## config.mk

```make
export PLATFORM = sky130hd
export DESIGN_NAME = vga_fb_arbiter
export DESIGN_NICKNAME = d
export VERILOG_FILES = /design/src/rtl/vga_fb_arbiter.sv
export SDC_FILE = /design/constraint.sdc
export NUM_CORES = 1
export LEC_CHECK = 0
export ABC_AREA = 1
export CAP_MARGIN = 10
export CORE_MARGIN = 10
export CORE_UTILIZATION = 47
export DETAILED_ROUTE_END_ITERATION = 7
export GPL_ROUTABILITY_DRIVEN = 1
export PLACE_DENSITY = 0.81
export SETUP_SLACK_MARGIN = 0.15
export SYNTH_ARGS = -nofsm -noshare
export SYNTH_HDL_FRONTEND = slang
export SYNTH_SLANG_ARGS = --single-unit
```

## constraint.sdc

```tcl
create_clock -name MAX10_CLK1_50 -period 3.2 [get_ports MAX10_CLK1_50]
set_input_delay 0.64 -clock MAX10_CLK1_50 [delete_from_list [all_inputs] [get_ports MAX10_CLK1_50]]
set_output_delay 0.64 -clock MAX10_CLK1_50 [all_outputs]
set_load 0.02 [all_outputs]
```

## src/rtl/vga_fb_arbiter.sv

```systemverilog
`default_nettype none
// ============================================================================
// Module  : vga_fb_arbiter
// Brief   : Frame-buffer arbiter; line prefetch into a line buffer has strict
//           priority over a single-beat, zero-latency pixel writer.
// Rev     : 1.0
// ============================================================================
module vga_fb_arbiter #(
    parameter int H_ACTIVE = 800,
    parameter int V_ACTIVE = 600,
    parameter int ADDR_W   = 19,
    parameter int DATA_W   = 12
) (
    input  logic              MAX10_CLK1_50,
    input  logic              RESET,
    input  logic              line_req,
    input  logic [9:0]        line_num,
    output logic              line_done,
    output logic              lb_we,
    output logic [9:0]        lb_addr,
    output logic [DATA_W-1:0] lb_data,
    input  logic              wr_valid,
    output logic              wr_ready,
    input  logic [ADDR_W-1:0] wr_addr,
    input  logic [DATA_W-1:0] wr_data,
    output logic [ADDR_W-1:0] mem_addr,
    output logic              mem_we,
    output logic [DATA_W-1:0] mem_wdata,
    input  logic [DATA_W-1:0] mem_rdata,
    output logic              overrun
);

    localparam logic [10:0]     c_V_LIMIT  = 11'(V_ACTIVE);
    localparam logic [9:0]      c_LAST_PIX = 10'(H_ACTIVE - 1);
    localparam logic [ADDR_W:0] c_FB_SIZE  = (ADDR_W+1)'(H_ACTIVE * V_ACTIVE);

    typedef enum logic [1:0] {
        S_IDLE  = 2'd0,
        S_FETCH = 2'd1,
        S_FLUSH = 2'd2
    } state_t;

    state_t              state_q;
    logic                pend_q;
    logic [9:0]          pend_line_q;
    logic [ADDR_W-1:0]   base_q;
    logic [9:0]          rd_cnt_q;
    logic [9:0]          rd_cnt_d;
    logic                lb_we_q;
    logic [9:0]          lb_addr_q;
    logic                line_done_q;
    logic                overrun_q;

    logic [ADDR_W-1:0]   w_line_ext;
    logic [ADDR_W-1:0]   w_base;
    logic                w_line_ok;
    logic                w_req_take;
    logic                w_req_drop;
    logic                w_wr_fire;
    logic                w_wr_in_range;

    assign w_line_ext    = ADDR_W'(pend_line_q);
    assign w_line_ok     = ({1'b0, line_num} < c_V_LIMIT);
    assign w_req_take    = line_req && !pend_q && w_line_ok;
    assign w_req_drop    = line_req && !w_req_take;
    assign rd_cnt_d      = rd_cnt_q + 10'd1;
    assign w_wr_in_range = ({1'b0, wr_addr} < c_FB_SIZE);

    // Line base address: the default width is a sum of three shifted copies.
    generate
        if (H_ACTIVE == 800) begin : g_base_shift
            assign w_base = (w_line_ext << 9) + (w_line_ext << 8) + (w_line_ext << 5);
        end else begin : g_base_mul
            assign w_base = w_line_ext * ADDR_W'(H_ACTIVE);
        end
    endgenerate

    always_ff @(posedge MAX10_CLK1_50 or posedge RESET) begin
        if (RESET) begin
            state_q     <= S_IDLE;
            pend_q      <= 1'b0;
            pend_line_q <= '0;
            base_q      <= '0;
            rd_cnt_q    <= '0;
            lb_we_q     <= 1'b0;
            lb_addr_q   <= '0;
            line_done_q <= 1'b0;
            overrun_q   <= 1'b0;
        end else begin
            // The line buffer lags the read address by the frame-buffer latency.
            lb_we_q     <= (state_q == S_FETCH);
            lb_addr_q   <= (state_q == S_FETCH) ? rd_cnt_q : '0;
            line_done_q <= (state_q == S_FETCH) && (rd_cnt_q == c_LAST_PIX);

            if (w_req_take) begin
                pend_q      <= 1'b1;
                pend_line_q <= line_num;
            end else if (state_q == S_IDLE) begin
                pend_q      <= 1'b0;
            end

            if (w_req_drop) begin
                overrun_q <= 1'b1;
            end

            case (state_q)
                S_IDLE: begin
                    if (pend_q) begin
                        state_q  <= S_FETCH;
                        base_q   <= w_base;
                        rd_cnt_q <= '0;
                    end
                end
                S_FETCH: begin
                    rd_cnt_q <= rd_cnt_d;
                    if (rd_cnt_q == c_LAST_PIX) begin
                        state_q <= S_FLUSH;
                    end
                end
                S_FLUSH: begin
                    state_q <= S_IDLE;
                end
                default: begin
                    state_q <= S_IDLE;
                end
            endcase
        end
    end

    assign wr_ready  = (state_q == S_IDLE) && !pend_q;
    assign w_wr_fire = wr_valid && wr_ready && !RESET;

    always_comb begin
        mem_addr  = '0;
        mem_we    = 1'b0;
        mem_wdata = '0;
        if (state_q == S_FETCH) begin
            mem_addr = base_q + ADDR_W'(rd_cnt_q);
        end else if (w_wr_fire) begin
            mem_addr  = wr_addr;
            mem_wdata = wr_data;
            mem_we    = w_wr_in_range;
        end
    end

    assign lb_we     = lb_we_q;
    assign lb_addr   = lb_addr_q;
    assign lb_data   = lb_we_q ? mem_rdata : '0;
    assign line_done = line_done_q;
    assign overrun   = overrun_q;

endmodule
`default_nettype wire

```

## Word level (Yosys, flattened, before mapping)

Index checks and enable logic that the tools add are counted.

| word-level totals | value |
|---|---|
| flip-flop bits (word level) | 55 |
| input port bits | 57 |
| logic and storage cells | 50 |
| output and inout bits | 58 |

| cells by class | value |
|---|---|
| add/sub/neg operators | 4 |
| multiplexer cells | 15 |
| reduce and logical (&&, ||, !) cells | 16 |
| order comparisons | 2 |
| equality and inequality tests | 4 |

Operators with widths:

| cell | number |
|---|---|
| $mux W19 | 2 |
| $mux W12 | 3 |
| $mux W10 | 2 |
| $pmux W10 S2 | 1 |
| $add A19 B10 Y19 | 1 |
| $add A19 B15 Y19 | 1 |
| $add A19 B18 Y19 | 1 |
| $lt A19 B19 Y1 const B | 1 |
| $add A10 B1 Y10 const B | 1 |
| $eq A10 B10 Y1 const B | 1 |
| $lt A10 B10 Y1 const B | 1 |
| $logic_and A1 B1 Y1 | 7 |
| $reduce_and A2 Y1 | 3 |
| $mux W1 | 4 |
| $mux W2 | 2 |
| $pmux W2 S2 | 1 |
| $reduce_bool A2 Y1 | 2 |
| $logic_not A1 Y1 | 3 |
| $eq A2 B1 Y1 const B | 1 |
| $logic_not A2 Y1 | 1 |
| $ne A2 B1 Y1 const B | 1 |
| $ne A2 B2 Y1 const B | 1 |

## Depth between registers and ports, before layout

Gate-level depths: netlist of the first run.

| depth | value |
|---|---|
| word-level depth | 6 |
| gate-level depth with buffers | 11 |

## Worst setup path after synthesis of the first run

Ideal clock, no wire load.

| timing | value |
|---|---|
| path type | input port to output port |
| start point | input port RESET |
| end point | output port mem_wdata[10] |
| path buffers | 1 |
| stages on the path | 4 |
| path slack | 0.098 ns |
| arrival | 2.462 ns |
| path through | inv_1 -> nand3_4 -> buf_2 -> nor2_1 |

| on the way | value |
|---|---|
| longest elaborated chain between the ends | 4 |

Ends and longest elaborated chain:

| what | line | source |
|---|---|---|
| start, declared | 15 | `input logic RESET,` |
| $logic_not A1 Y1 | 131 | `assign w_wr_fire = wr_valid && wr_ready && !RESET;` |
| $logic_and A1 B1 Y1 | 131 |  |
| $mux W12 | 139 | `end else if (w_wr_fire) begin` |
| $mux W12 | 137 | `if (state_q == S_FETCH) begin` |
| end, declared | 28 | `output logic [DATA_W-1:0] mem_wdata,` |

Every way passes these cells.

## Final worst setup path of the first run

| timing | value |
|---|---|
| start point | register rd_cnt_q[5] |
| end point | output port mem_addr[11] |

| on the way | value |
|---|---|
| longest elaborated chain between the ends | 2 |

Ends and longest elaborated chain:

| what | line | source |
|---|---|---|
| start, declared | 47 | `logic [9:0] rd_cnt_q;` |
| start signal, assigned | 115 | `rd_cnt_q <= rd_cnt_d;` |
| $add A19 B10 Y19 | 138 | `mem_addr = base_q + ADDR_W'(rd_cnt_q);` |
| $mux W19 | 137 |  |
| end, declared | 26 | `output logic [ADDR_W-1:0] mem_addr,` |

Every way passes these cells.

==> run summary, run 1 <==
CTS hold repair buffers: 0
Hold Crit Class: reg -> reg
asr flop ratio synth: 100.0%
area of the multi-input gates: 1912 sq um
Hold Fails Final Rpt: 0
Max Clock Skew: 0.009768 ns
Die Ht: 107.4 um
Worst-Margin Slew: 0.6106 ns
CTS HTree Levels: 2
max cap viols: 0
Final Wtd Congestion: 0.9133
Final Net Count: 691
P_int: 1550 uW
area grow syn2layout: 36.41%
status: completed
r2r setup slk: 0.77 ns
Reg2Reg Depth: 10
# IOs: 115
M3 GR Usage: 3.174%
GRT met1 Usage: 21.58%
WP data arrival: 2.37 ns
NetSw: 1124 uW
crit path kind: reg -> out
most common cell after layout, fill and taps aside: nand2_1
Root Buffer: clkbuf_8
Gate power share: 53.4%
crit end category: primary output
CTS clk-pin slew, worst paths: 0.10 ns
Overflow after GRT: 0
area share of the largest cell type after synthesis: 34.84%
Leakage: 0.002671 uW
Area after DPL: 4782 sq um
launch point of the worst path: rd_cnt_q[5]$_DFFE_PP0P_
period utilization: 94.09%
final antenna-violating net count: 0
routed vias/inst: 4.871
synth warn: 0
RSZ-0062 raised after global routing: yes
dominant synthesized flop cell: dfrtp_1
register area: 1251 sq um
final setup vio count: 0
largest cells by area after synthesis: dfrtp_1, nand2_1, inv_1
Req. time, crit path: 2.56 ns
Clk pwr share: 17.1%
hpwl dp: 8493 um
clock sink count: 50
met2 Usage GRT: 29.76%
DRC: 0
Syn Inst Count: 495
startpoint types: flip-flop
most frequent cells in the layout: nand2_1, clkdlybuf4s50_1, inv_1
VDD IR-drop max: 0.5034 mV
1st-iter DRT viols: 162
antenna diode count: 0
Max Buffers Root-to-Sink: 2
cts bufs inserted: 5
via count: 3444
Crit Path Max Fanout: 5
CTS tree: yes
setup TNS: 0 ns
Yosys reg bits: 50
Detailed Routing Iterations Pass 1: 4
Worst Min Path Start: overrun$_DFFE_PP0P_
GR peak layer: met2
PD cells: 545.9 nW/um^2
number of global-route vias before repair: 3379
Final min period: 3.011 ns
area leader, netlist: dfrtp_1
Hold Crit Depth: 2
Worst R2R Start: pend_line_q[0]$_DFFE_PP0P_
Initial Util: 48.98%
share of layout cells above drive strength 1: 7.730%
syn_nets: 579
die area: 11540 sq um
sw frac: 42.03%
filler cell count: 624
global-route wire length before repair: 16280 um
Cell Area, Synth: 3591 sq um
design area: 4898 sq um
worst r2r dst: base_q[17]$_DFFE_PP0P_
count of cell types in the netlist: 38
initial antenna violation count: 0
Final Slew Violations: 0
total track usage: 17.00%
Rel. slew slack: 59.29%
sequential fraction of the synthesis area: 34.84%
clk_lat worst skew: 0.31 ns
Min-Delay Endpoint: overrun$_DFFE_PP0P_
Seq pwr share: 29.5%
final wirelength: 10120 um
Core Rows: 31
largest net degree at the start of global routing: 51
Port Buffers: 114
wire per inst: 14.32 um
die width: 107.4 um
fmax: 0.3321 GHz
Syn Area/Cell: 7.254 sq um
core region area: 7331 sq um
number of synthesized flops with an enable pin: 0
==> worst max-delay path, cell delays in order, from the launching register on <==
cell and delay [ns]:
dfrtp_1 0.43, ha_1 0.23, fa_1 0.41, nand3_1 0.10
nand3_2 0.13, nand2_1 0.11, nand2_1 0.09, o21ai_2 0.15
o21ai_2 0.07, dlygate4sd2_1 0.34
==> metrics by stage <==
step	hold WS (ns)	std cells	util [%]	total power (uW)	setup WS, ns
2_1_floorplan	0.4483	495	-	1878	0.4557
3_3_place_gp	0.4482	699	65.23	2152	0.1563
3_5_place_dp	0.4632	699	65.23	2222	0.1863
4_1_cts	0.4865	707	66.65	2688	0.07713
5_1_grt	0.5014	707	66.82	2977	0.03659
6_report	0.4832	707	66.82	2674	0.1891
==> layer usage <==
layer | vias to the layer above | routed length, um
met5 | - | 0
met4 | 0 | 42
met3 | 4 | 690
met2 | 123 | 4772
met1 | 1556 | 4617
li1 | 1761 | -
==> layout make-up <==
cell class	count	area share, %
tap	99	2.529
multi-input combinational	346	39.03
clock inverter	3	0.9962
clock buffer	5	1.405
inverter	87	6.845
timing repair buffer	117	23.65
sequential	50	25.54
==> cells by family (layout without fill, tap and decap cells) <==
family	count (synthesis)	count (layout)	share of synthesized area [%]
flops	50	50	34.84
simple gates	256	256	31.01
buf+inv	99	212	12.02
fa+ha+maj	27	27	11.08
compound gates	59	59	10.07
xor+xnor	4	4	0.9758
==> how the worst max path moves through the flow <==
stage / endpoint / slack, ns / cells past startpoint
finish: mem_addr[11] / 0.19 / 9
global route: mem_addr[11] / 0.04 / 9
CTS: mem_addr[11] / 0.08 / 9
detailed placement: mem_addr[8] / 0.19 / 7
global placement: mem_addr[11] / 0.16 / 9
floorplan: mem_addr[12] / 0.46 / 6
==> registers in the layout, summed over array words and instances (netlist names) <==
register	flops
lb_addr	10
rd_cnt_q	10
overrun	1
pend_line_q	10
line_done	1
base_q	14
state_q	2
lb_we	1
pend_q	1
==> power groups by stage <==
stage | combinational, uW | clock [uW] | sequential (uW)
after floorplan | 1100 | 0 | 780
after global placement | 1350 | 0 | 799
after detailed placement | 1420 | 0 | 801
after CTS | 1430 | 466 | 789
after global routing | 1680 | 492 | 805
final | 1430 | 458 | 789
==> synth_stat cells (2+ instances only) <==
master and number:
nand2_1 149, inv_1 82, dfrtp_1 50, nor2_1 45, nand3_1 35, o21ai_0 24, ha_1 19, o21ai_2 12
a21oi_1 8, fa_1 8, o21ai_1 8, nor3_1 6, buf_2 5, buf_6 5, inv_2 4, nor2_4 4
nand2_2 3, nand3b_1 3, xnor2_1 3, a22o_1 2, nand4_1 2, o22ai_1 2
==> timing repair <==
action / CTS / global route
gates resized for setup: 11 / 16
buffers inserted: 0 / 0
endpoints found under the setup margin: 11 / 12
Power figures use the tool's default switching activity.
==> run 2, diff against run 1 <==
CORE_MARGIN = not set   (was 10)
==> run summary, run 2 (synthesis results as in run 1) <==
max reg flops: 14 (unchanged)
Max Clock Skew: 0.01093 ns (+0.001162 ns)
Final Net Count: 693 (+0.29%)
Req. time, crit path: 2.56 ns (about the same)
initial antenna violation count: 0 (unchanged)
clock sink count: 50 (unchanged)
WP data arrival: 2.33 ns (-0.04 ns)
design area: 4891 sq um (-0.15%)
Largest Register: base_q
CTS HTree Levels: 2 (unchanged)
status: completed
share of layout cells above drive strength 1: 7.869% (+0.14 points)
setup TNS: 0 ns (unchanged)
Hold Fails Final Rpt: 0 (unchanged)
die area: 7994 sq um (-31%)
hpwl dp: 7223 um (-15%)
Final Wtd Congestion: 0.8135 (-11%)
GRT met1 Usage: 28.18% (+6.6 points)
via count: 3424 (-0.58%)
area grow syn2layout: 36.20%
final setup vio count: 0 (unchanged)
1st-iter DRT viols: 138 (-15%)
Placed Cells: 701 (+0.29%)
Die Ht: 89.41 um (-17%)
number of global-route vias before repair: 3103 (-8.2%)
total track usage: 22.81% (+5.8 points)
GR peak layer: met2
Crit Path Max Fanout: 5 (unchanged)
Max Buffers Root-to-Sink: 2 (unchanged)
most frequent cells in the layout: nand2_1, clkdlybuf4s50_1, inv_1
met2 Usage GRT: 41.71% (+12 points)
Final Slew Violations: 0 (unchanged)
Detailed Routing Iterations Pass 1: 4 (unchanged)
core region area: 7331 sq um (unchanged)
most common cell after layout, fill and taps aside: nand2_1
wire per inst: 12.43 um (-13%)
post-CTS setup buffers: 0 (unchanged)
routed vias/inst: 4.829 (-0.86%)
# IOs: 115 (unchanged)
die width: 89.41 um (-17%)
global-route wire length before repair: 13980 um (-14%)
Hold Crit Depth: 2 (unchanged)
Area after DPL: 4797 sq um (+0.31%)
VDD IR-drop max: 0.4316 mV (-14%)
RSZ-0062 raised after global routing: yes
Core Rows: 31 (unchanged)
Post-Layout Cell Count: 709 (+0.28%)
final antenna-violating net count: 0 (unchanged)
largest net degree at the start of global routing: 51 (unchanged)
Initial Util: 48.98% (unchanged)
clk_lat worst skew: 0.31 ns (about the same)
Rel. slew slack: 59.20% (-0.091 points)
period utilization: 92.69% (-1.4 points)
CTS clk-pin slew, worst paths: 0.10 ns (about the same)
CTS tree: yes
DRC: 0 (unchanged)
M3 GR Usage: 3.970% (+0.80 points)
Port Buffers: 114 (unchanged)
antenna diode count: 0 (unchanged)
Root Buffer: clkbuf_8
final wirelength: 8813 um (-13%)
Final min period: 2.966 ns (-0.04478 ns)
max cap viols: 0 (unchanged)
PD cells: 544.6 nW/um^2 (-0.23%)
fmax: 0.3371 GHz (+1.5%)
Overflow after GRT: 0 (unchanged)
cts bufs inserted: 5 (unchanged)
Reg2Reg Depth: 10 (unchanged)
Hold Crit Class: reg -> reg
Worst-Margin Slew: 0.6120 ns (+0.001359 ns)
Leakage: 0.002571 uW (-3.8%)
crit path kind: reg -> out
startpoint types: flip-flop
CTS hold repair buffers: 0 (unchanged)
crit end category: primary output
==> run 2: worst paths after layout <==
kind | from | end | slack [ns]
setup / recovery | rd_cnt_q[5]$_DFFE_PP0P_ | mem_addr[11] | 0.23
hold / removal | overrun$_DFFE_PP0P_ | overrun$_DFFE_PP0P_ | 0.48
setup reg to reg | pend_line_q[0]$_DFFE_PP0P_ | base_q[17]$_DFFE_PP0P_ | 0.73
hold reg to reg | overrun$_DFFE_PP0P_ | overrun$_DFFE_PP0P_ | 0.48
max in group asynchronous | RESET | pend_line_q[6]$_DFFE_PP0P_ | 1.88
min in group asynchronous | RESET | line_done$_DFF_PP0_ | 0.90
==> run 2: where the power goes <==
part | internal, uW | switching, uW | total (uW)
combinational | 624 | 798 | 1420
sequential | 691 | 97.3 | 788
clock | 237 | 217 | 454
==> run 2: metrics by stage <==
stage	setup slack (ns)	hold WS (ns)	util (%)	total power, uW
after detailed placement	0.2672	0.4675	65.44	2218
after global routing	0.06222	0.5154	66.72	2930
after floorplan	0.4557	0.4483	-	1878
after global placement	0.2957	0.4477	65.44	2164
after CTS	0.1641	0.4926	66.84	2697
final	0.2339	0.4811	66.72	2664
==> run 2: cell type report <==
type,count,area (sq um)
well taps,99,123.9
repair buffers,119,1156
multi-input cells,346,1908
clock buffers,5,68.82
inverters,87,335.3
flip-flops and latches,50,1251
clock inverters,3,47.55
fillers,636,2440
==> run 2: critical path, stage by stage (launching register included) <==
cell	delay, ns
dfrtp_1	0.42
ha_1	0.22
fa_1	0.41
nand3_1	0.12
nand3_2	0.12
nand2_1	0.11
nand2_1	0.09
o21ai_1	0.15
o21ai_2	0.06
dlygate4sd2_1	0.32
==> run 2: what timing repair did <==
action,CTS,global route
resized for setup,11,8
gates cloned,0,0
setup endpoints to repair,11,5
==> run 2: routing by layer <==
metal	wire [um]	vias to the layer above
met2	4309	109
met3	552	7
met5	0	-
met1	3866	1533
li1	-	1775
met4	85	0
